**src/rtl/emblem_seq_if.sv**
```systemverilog
// Frame-level control and status bundle between the video timing block and the emblem sequencer.
interface emblem_seq_if;
    logic       frame_tick;
    logic       start;
    logic       abort;
    logic       emblem_visible;
    logic [9:0] y_shift;
    logic       lion_on;
    logic       busy;
    logic [2:0] state;

    modport master (
        output frame_tick, start, abort,
        input  emblem_visible, y_shift, lion_on, busy, state
    );

    modport slave (
        input  frame_tick, start, abort,
        output emblem_visible, y_shift, lion_on, busy, state
    );
endinterface

```
**src/rtl/emblem_sequencer.sv**
```systemverilog
// Shield-emblem overlay sequencer: slide-in, hold, lion blink, slide-out.
// Every visible update happens on frame_tick so the overlay never tears mid-frame.
//
// state     | meaning
// ----------+----------------------------------------------------------
// IDLE      | emblem hidden, parked SLIDE_START lines below nominal
// SLIDE_IN  | visible, shift shrinking by SLIDE_STEP per frame
// HOLD      | at nominal position for HOLD_FRAMES frames
// BLINK     | lion colour toggles every BLINK_PERIOD frames, BLINK_FRAMES total
// SLIDE_OUT | shift growing back to SLIDE_START, then hidden
module emblem_sequencer #(
    parameter int SLIDE_START  = 240,
    parameter int SLIDE_STEP   = 4,
    parameter int HOLD_FRAMES  = 120,
    parameter int BLINK_FRAMES = 32,
    parameter int BLINK_PERIOD = 8
) (
    input  logic         clk,
    input  logic         rst,
    emblem_seq_if.slave  sif
);

    typedef enum logic [2:0] {
        IDLE      = 3'd0,
        SLIDE_IN  = 3'd1,
        HOLD      = 3'd2,
        BLINK     = 3'd3,
        SLIDE_OUT = 3'd4
    } state_t;

    localparam logic [9:0]  START_Y  = 10'(SLIDE_START);
    // Any step of 1023 or more saturates in one frame, so clamping keeps the math in 11 bits.
    localparam logic [10:0] STEP_X   = 11'((SLIDE_STEP > 1023) ? 1023 : SLIDE_STEP);
    localparam logic [7:0]  HOLD_LD  = 8'(HOLD_FRAMES - 1);
    localparam logic [7:0]  BLINK_LD = 8'(BLINK_FRAMES - 1);
    localparam logic [7:0]  PER_LD   = 8'(BLINK_PERIOD - 1);

    state_t      state_q;
    logic        visible_q;
    logic        lion_q;
    logic        busy_q;
    logic [9:0]  y_q;
    logic [7:0]  frame_tmr;
    logic [7:0]  blink_tmr;
    logic        abort_pend;
    logic        abort_now;
    logic [10:0] y_up;

    // An abort arriving on the tick cycle itself still counts for that tick.
    assign abort_now = abort_pend | sif.abort;
    assign y_up      = {1'b0, y_q} + STEP_X;

    always_ff @(posedge clk or posedge rst) begin
        if (rst) begin
            state_q    <= IDLE;
            visible_q  <= 1'b0;
            lion_q     <= 1'b1;
            busy_q     <= 1'b0;
            y_q        <= START_Y;
            frame_tmr  <= '0;
            blink_tmr  <= '0;
            abort_pend <= 1'b0;
        end else begin
            if (sif.frame_tick)
                abort_pend <= 1'b0;
            else if (sif.abort)
                abort_pend <= 1'b1;

            if (sif.frame_tick) begin
                case (state_q)
                    IDLE: begin
                        if (sif.start && !abort_now) begin
                            state_q   <= SLIDE_IN;
                            visible_q <= 1'b1;
                            busy_q    <= 1'b1;
                            y_q       <= START_Y;
                        end
                    end
                    SLIDE_IN: begin
                        if (abort_now) begin
                            state_q <= SLIDE_OUT;
                            lion_q  <= 1'b1;
                        end else if ({1'b0, y_q} <= STEP_X) begin
                            y_q       <= '0;
                            state_q   <= HOLD;
                            frame_tmr <= HOLD_LD;
                        end else begin
                            y_q <= y_q - STEP_X[9:0];
                        end
                    end
                    HOLD: begin
                        if (abort_now) begin
                            state_q <= SLIDE_OUT;
                            lion_q  <= 1'b1;
                        end else if (frame_tmr == 8'd0) begin
                            state_q   <= BLINK;
                            frame_tmr <= BLINK_LD;
                            blink_tmr <= PER_LD;
                        end else begin
                            frame_tmr <= frame_tmr - 8'd1;
                        end
                    end
                    BLINK: begin
                        if (abort_now || frame_tmr == 8'd0) begin
                            state_q <= SLIDE_OUT;
                            lion_q  <= 1'b1;
                        end else begin
                            frame_tmr <= frame_tmr - 8'd1;
                            if (blink_tmr == 8'd0) begin
                                lion_q    <= ~lion_q;
                                blink_tmr <= PER_LD;
                            end else begin
                                blink_tmr <= blink_tmr - 8'd1;
                            end
                        end
                    end
                    SLIDE_OUT: begin
                        if (y_up >= {1'b0, START_Y}) begin
                            y_q       <= START_Y;
                            state_q   <= IDLE;
                            visible_q <= 1'b0;
                            busy_q    <= 1'b0;
                        end else begin
                            y_q <= y_up[9:0];
                        end
                    end
                    default: begin
                        state_q   <= IDLE;
                        visible_q <= 1'b0;
                        busy_q    <= 1'b0;
                        lion_q    <= 1'b1;
                        y_q       <= START_Y;
                    end
                endcase
            end
        end
    end

    assign sif.state          = state_q;
    assign sif.emblem_visible = visible_q;
    assign sif.y_shift        = y_q;
    assign sif.lion_on        = lion_q;
    assign sif.busy           = busy_q;

endmodule

```
**src/flat_wrapper.sv**
```systemverilog
// flat-port wrapper written by rule: the top's interface ports become plain ports
module emblem_sequencer_flat 
#(
    parameter int SLIDE_START  = 240,
    parameter int SLIDE_STEP   = 4,
    parameter int HOLD_FRAMES  = 120,
    parameter int BLINK_FRAMES = 32,
    parameter int BLINK_PERIOD = 8
)
  (clk, rst, sif_frame_tick, sif_start, sif_abort, sif_emblem_visible, sif_y_shift, sif_lion_on, sif_busy, sif_state);
  emblem_seq_if sif_i ();
  input  logic clk;
  input  logic rst;
  input wire logic [$bits(sif_i.frame_tick)-1:0] sif_frame_tick;
  input wire logic [$bits(sif_i.start)-1:0] sif_start;
  input wire logic [$bits(sif_i.abort)-1:0] sif_abort;
  output wire logic [$bits(sif_i.emblem_visible)-1:0] sif_emblem_visible;
  output wire logic [$bits(sif_i.y_shift)-1:0] sif_y_shift;
  output wire logic [$bits(sif_i.lion_on)-1:0] sif_lion_on;
  output wire logic [$bits(sif_i.busy)-1:0] sif_busy;
  output wire logic [$bits(sif_i.state)-1:0] sif_state;
  assign sif_i.frame_tick = sif_frame_tick;
  assign sif_i.start = sif_start;
  assign sif_i.abort = sif_abort;
  assign sif_emblem_visible = sif_i.emblem_visible;
  assign sif_y_shift = sif_i.y_shift;
  assign sif_lion_on = sif_i.lion_on;
  assign sif_busy = sif_i.busy;
  assign sif_state = sif_i.state;
  emblem_sequencer #(.SLIDE_START(SLIDE_START), .SLIDE_STEP(SLIDE_STEP), .HOLD_FRAMES(HOLD_FRAMES), .BLINK_FRAMES(BLINK_FRAMES), .BLINK_PERIOD(BLINK_PERIOD)) u_core (.clk(clk), .rst(rst), .sif(sif_i));
endmodule
```
**config.mk**
```make
export PLATFORM = sky130hd
export DESIGN_NAME = emblem_sequencer_flat
export DESIGN_NICKNAME = d
export VERILOG_FILES = /design/src/rtl/emblem_seq_if.sv /design/src/rtl/emblem_sequencer.sv /design/src/flat_wrapper.sv
export SDC_FILE = /design/constraint.sdc
export NUM_CORES = 1
export LEC_CHECK = 0
export ABC_CLOCK_PERIOD_IN_PS = 3100
export CORE_ASPECT_RATIO = 0.5
export CORE_MARGIN = 1.5
export CORE_UTILIZATION = 25
export CTS_BUF_LIST = sky130_fd_sc_hd__clkbuf_4 sky130_fd_sc_hd__clkbuf_8
export DETAILED_ROUTE_END_ITERATION = 8
export DONT_BUFFER_PORTS = 1
export SETUP_SLACK_MARGIN = 0.4
export SYNTH_ARGS = -nofsm -noshare
export SYNTH_HDL_FRONTEND = slang
export SYNTH_SLANG_ARGS = --single-unit
```
**constraint.sdc**
```tcl
create_clock -name clk -period 3.1 [get_ports clk]
set_clock_uncertainty 0.2 [all_clocks]
set_input_delay 0.465 -clock clk [delete_from_list [all_inputs] [get_ports clk]]
set_output_delay 0.465 -clock clk [all_outputs]
set_load 0.1 [all_outputs]
```
# --- Yosys cells after proc, flatten, opt, wreduce, memory -nomap -nowiden ---
# Cells that the tools add are included.
word_totals:
  elab_cells: 86
  rom_bits: 0
  mem_bits_rw: 0
  mem_count: 0
  input_bits: 5
  ff_bits: 32
  output_inout_bits: 16
  latch_bits: 0
op_classes:
  div: 0
  mul: 0
  bitwise: 5
  n_shift: 0
  magnitude_cmp: 2
  n_reduce_logical: 19
  eq_ne: 16
  addsub: 4
  n_mux: 33
ops:
  columns: ["operator", "n"]
  rows:
  - ["8-bit 2-to-1 mux", 9]
  - ["10-bit 2-to-1 mux", 4]
  - ["10-bit case mux with 4 select lines", 1]
  - ["8-bit case mux with 3 select lines", 1]
  - ["3-bit 2-to-1 mux", 7]
  - ["8-bit zero test", 2]
  - ["8-bit case mux with 2 select lines", 1]
  - ["8-bit by 1-bit subtractor with 8-bit output (second input constant)", 2]
  - ["3-bit case mux with 5 select lines", 1]
  - ["2-bit by 1-bit inequality test with 1-bit output (second input constant)", 6]
  - ["4-bit AND reduction", 3]
  - ["6-bit AND reduction", 2]
  - ["10-bit by 3-bit adder with 11-bit output (second input constant)", 1]
  - ["11-bit by 8-bit >= comparator with 1-bit output (second input constant)", 1]
  - ["10-bit by 3-bit less-or-equal comparator with 1-bit output (second input constant)", 1]
  - ["10-bit by 3-bit subtractor with 10-bit output (second input constant)", 1]
  - ["3-bit by 1-bit inequality test with 1-bit output (second input constant)", 3]
  - ["1-bit 2-to-1 mux", 7]
  - ["3-bit by 2-bit == test with 1-bit output (second input constant)", 2]
  - ["2-bit inequality test (second input constant)", 3]
  - ["1-bit case mux with 3 select lines", 2]
  - ["2-bit OR reduction", 3]
  - ["5-bit AND reduction", 1]
  - ["1-bit NOT", 4]
  - ["10 further kinds", 11]

# --- Logic depth before layout (Yosys ltp) ---
depth:
  ltp_word: 5
  depth_mapped: 9
  ltp_nobuf: 7

# --- Least setup slack after synthesis ---
# No wires, ideal clock.
synth_path:
  path_kind: "reg-to-reg"
  from: "register u_core.y_q[2], in the netlist u_core.sif.y_shift[2]"
  to: "register u_core.frame_tmr[1]"
  setup_ns: 0.118
  synth_period_minus_slack_ns: 2.989
  slack_ns: 0.111
  required_ns: 2.782
  arrival_ns: 2.671
  path_stages_with_launch: 10
  path_buffers: 2
  cell_sequence: "dfrtp_1 -> clkbuf_1 -> inv_1 -> ha_1 -> or2_2 -> a41o_1 -> o2111ai_1 -> buf_2 -> a21oi_1 -> a21o_1"
synth_via:
  elab_chain_cells: 3
synth_lines:
  columns: ["item", "line_no", "rtl"]
  rows:
  - ["start, declared", "emblem_sequencer.sv:42", "logic [9:0] y_q;"]
  - ["start signal, assigned", "emblem_sequencer.sv:88", "y_q <= y_q - STEP_X[9:0];"]
  - ["start signal, assigned", "emblem_sequencer.sv:124", "y_q <= y_up[9:0];"]
  - ["10-bit by 3-bit less-or-equal comparator with 1-bit output", "emblem_sequencer.sv:83", "end else if ({1'b0, y_q} <= STEP_X) begin"]
  - ["2-bit by 1-bit inequality test with 1-bit output (no line)", null, null]
  - ["6-bit AND reduction (no line)", null, null]
  - ["end signal, assigned", "emblem_sequencer.sv:100", "frame_tmr <= frame_tmr - 8'd1;"]
  - ["end signal, assigned", "emblem_sequencer.sv:108", "frame_tmr <= frame_tmr - 8'd1;"]
  - ["end, declared", "emblem_sequencer.sv:43", "logic [7:0] frame_tmr;"]
# No other way between the ends.
# A chain may end at the register's enable or synchronous reset.

# --- Worst setup path after layout ---
layout_path:
  from: "register u_core.y_q[2], in the netlist u_core.sif.y_shift[2]"
  to: "register u_core.y_q[3], in the netlist u_core.sif.y_shift[3]"
layout_via:
  elab_chain_cells: 4
  elab_cells_between_ends: 8
  classes_between: "add/sub (2); order compare (2); mux (4)"
layout_lines:
  columns: ["item", "line_no", "rtl"]
  rows:
  - ["10-bit by 3-bit adder with 11-bit output, or another cell as far along", "emblem_sequencer.sv:51", "assign y_up = {1'b0, y_q} + STEP_X;"]
  - ["11-bit by 8-bit >= comparator with 1-bit output or 10-bit 2-to-1 mux (tied branches)", "emblem_sequencer.sv:118, emblem_sequencer.sv:83", null]
  - ["10-bit 2-to-1 mux, on equally long branches", "emblem_sequencer.sv:118, emblem_sequencer.sv:80", null]
  - ["10-bit case mux with 4 select lines (*)", "emblem_sequencer.sv:70", "case (state_q)"]
# Mark *: on every way between the ends. The rest lies on a longest branch, timed or not. The select of a mux whose other input is x is not followed.

==> flow_summary.yaml <==
global_routing:
  grt_antenna_before_repair: 0
  grt_pass1_vias: 1908
  grt_usage: 0.1181
  use_met2: 0.1804
  gr-max-usage-layer: "met2"
  grt_use_met1: 0.1646
  grt_pass1_wl_mm: 9.515
  grt_start_max_net_pins: 18
  globalRouteOverflowTotal: 0
  met3_usage: 0.03318
synthesis:
  yosysSeqAreaShare: 0.3279
  synth_most_common_cell: "dfrtp_1"
  ys_ff_latch: 30
  ys_warn_count: 0
  yosys-top-cells-count: "25 x dfrtp_1, 24 x nor2_1, 24 x o21ai_0"
  async_flop_share: 1.000
  ys.flop_type: "dfrtp_1"
  netlist_instances: 279
  syn_area_per_cell_um2: 8.274
  yosys.area.top_type_share: 0.2710
  synth_area_mm2: 0.002308
  synth_cell_type_count: 69
  synth_area_leader_cell: "dfrtp_1"
  synth.area.top_cells: "dfrtp_1 27%, dfstp_2 5.7%, o21ai_0 5.2%"
  synth-edff-count: 0
cells_and_area:
  num-fill-cells: 945
  finalNetCount: 293
  antenna_cells: 0
  drive_gt1_frac: 0.1879
  syn_to_final_growth_pct: 11.60
  post-route-util: 0.2918
cts:
  cts-buffers-inserted: 5
  clockBufferDepth: 2
  worstSkewPairLatency_ns: 0.28
  cts-root-buf: "clkbuf_8"
  clkTransAtPathRegs_ns: 0.07
  cts_max_level: 2
  cts_tree: "done"
  cts_sinks: 30
power:
  p_per_area_mw_per_mm2: 981.3
  internal-power_mw: 1.133
  vdd_drop_max_mv: 0.2304
  pwr-share-comb: 0.490
  switching_share: 0.5520
  leakagePower_nw: 0.9676
  power_switching_mw: 1.395
  power_frac_seq: 0.377
  p_clk_frac: 0.133
critical_path:
  cp.arrival_ns: 2.56
  worstPathCellList: "ha_1 > nand3_1 > or4_1 > nand2_1 > nand3_1 > o31ai_1"
  regToRegStartpoint: "u_core.sif.y_shift[2]$_DFFE_PP0P_"
  critical_path_class: "register to register"
  start_kind: "register"
  rr_worst_depth: 6
  critical_path.most_common_cell: "nand3_1"
  max_stage_delay_ns: 0.66
  rr_endpoint: "u_core.sif.y_shift[3]$_DFFE_PP0P_"
  cp_slowest_cell: "dfrtp_4"
  rrSetupSlack_ns: 0.52
  path_max_fanout: 9
  worstPathRequired_ns: 3.08
  end_kind: "register"
routing:
  ant_nets: 0
  drt_first_pass_iters: 4
  drt_wl_total_mm: 5.568
  drt_iter0_markers: 227
  drc: 0
  vias: 2081
  wl_per_cell_um: 13.95
  via_per_inst: 5.216
hold_path:
  whs_endpoint: "u_core.abort_pend$_DFFE_PP0P_"
  hold_class: "input pin to register"
  holdCritStartpoint: "sif_frame_tick"
  whs_path_depth: 1
floorplan:
  die_w_um: 138.9
  start_util: 0.2615
  rows: 24
  chipHeight_um: 70.95
  core_area_mm2: 0.008828
  die-area_mm2: 0.009855
  num_io_pins: 21
timing:
  slew_viol_final: 0
  fin_crit_ns: 2.581
  finalHoldViolCount: 0
  max_freq_ghz: 0.3875
  slew_headroom: 0.3580
  tns_ns: 0
  finalCritPeriodShare: 0.8325
  finalSetupViolations: 0
  worst_hold_slack_ns: 0.05743
  rsz0062_at_grt: "no"
  worst_pin_slew_ns: 0.9629
placed_design:
  gp_congestion: 0.8398
  hpwl_mm: 3.971
  io_buffers: 0
run_status:
  status: "complete, no violations"
flow_run:
  max-cap-violations: 0
layer usage:
metal	part of all wire	up-vias	routed length, um
met5	0	-	0
met3	0.058	4	325
li1	-	1043	-
met1	0.50	985	2782
met2	0.43	49	2409
met4	0.0090	0	50
placed cells by master (no fill, tap or decap), types with 5 or more instances in the layout:
master	count
a21oi_1	21
a31oi_1	6
buf_4	12
clkbuf_8	6
dfrtp_1	22
dfstp_2	5
ha_1	7
inv_1	14
nand2_1	18
nand3_1	8
nor2_1	24
nor3_1	15
nor3b_1	6
o21ai_0	24
o31ai_1	7
timing repair:
action / 4_1_cts / 5_1_grt
hold buffers: 1 / 0
setup endpoints to repair: 1 / 4
resized for setup: 1 / 1
buffers inserted: 0 / 2
hold endpoints to repair: 8 / 0
worst max-delay path by stage:
stage,from,endpoint,slack [ns],depth (start not counted)
5_1_grt,u_core.sif.y_shift[2]$_DFFE_PP0P_,u_core.sif.y_shift[7]$_DFFE_PP1P_,0.40,6
6_report,u_core.sif.y_shift[2]$_DFFE_PP0P_,u_core.sif.y_shift[3]$_DFFE_PP0P_,0.52,6
3_5_place_dp,u_core.sif.y_shift[3]$_DFFE_PP0P_,u_core.frame_tmr[3]$_DFFE_PP0P_,0.39,7
2_1_floorplan,u_core.sif.y_shift[3]$_DFFE_PP0P_,u_core.frame_tmr[1]$_DFFE_PP0P_,0.48,9
3_3_place_gp,u_core.sif.y_shift[2]$_DFFE_PP0P_,u_core.frame_tmr[3]$_DFFE_PP0P_,0.42,7
4_1_cts,u_core.sif.y_shift[2]$_DFFE_PP0P_,u_core.sif.y_shift[3]$_DFFE_PP0P_,0.50,6
sequential cells by signal, summed over array words and instances (netlist names):
| signal | flops |
|---|---|
| u_core.abort_pend | 1 |
| u_core.blink_tmr | 8 |
| u_core.frame_tmr | 8 |
| u_core.sif.emblem_visible | 1 |
| u_core.sif.lion_on | 1 |
| u_core.sif.state | 3 |
| u_core.sif.y_shift | 8 |
power by group through the flow:
stage               registers, mW  clock network (mW)  logic [mW]
floorplan                    1.05                   0       0.894
global placement            0.965                   0        1.19
detailed placement          0.970                   0        1.19
CTS                         0.962               0.347        1.20
global route                0.985               0.368        1.36
finish                      0.953               0.336        1.24
worst max-delay path, delay by kind of cell (launching register included):
kind | cells | cell delay, ns
AO/OA/AOI/OAI | 1 | 0.27
AND/OR/NAND/NOR | 4 | 1.01
flip-flops | 1 | 0.66
adder cells (fa/ha/maj) | 1 | 0.33
per-stage QoR:
| stage | power, mW | cells | cell area (um2) | setup slack, ns |
|---|---|---|---|---|
| final | 2.528 | 399 | 2576 | 0.5191 |
| after global routing | 2.713 | 399 | 2576 | 0.4011 |
| after CTS | 2.509 | 397 | 2557 | 0.4974 |
| after detailed placement | 2.158 | 388 | 2446 | 0.3923 |
| after global placement | 2.155 | 388 | 2446 | 0.4216 |
| after floorplan | 1.943 | 280 | 2320 | 0.4805 |
kinds of logic after synthesis:
kind of cell,synth area share
compound gates,0.2927
fa+ha+maj,0.03794
buf+inv,0.07100
flops,0.3279
mux,0.008672
other cells,0.001624
simple gates,0.2602
cell type report:
| type | instances | area [um2] | area share |
|---|---|---|---|
| multi-input combinational | 215 | 1406 | 0.5459 |
| sequential | 30 | 765.7 | 0.2972 |
| tap | 117 | 146.4 | 0.05682 |
| timing repair buffer | 15 | 110.1 | 0.04274 |
| clock buffer | 6 | 82.58 | 0.03205 |
| inverter | 14 | 52.55 | 0.02040 |
| clock inverter | 2 | 12.51 | 0.004857 |
Power figures use the tool's default switching activity.
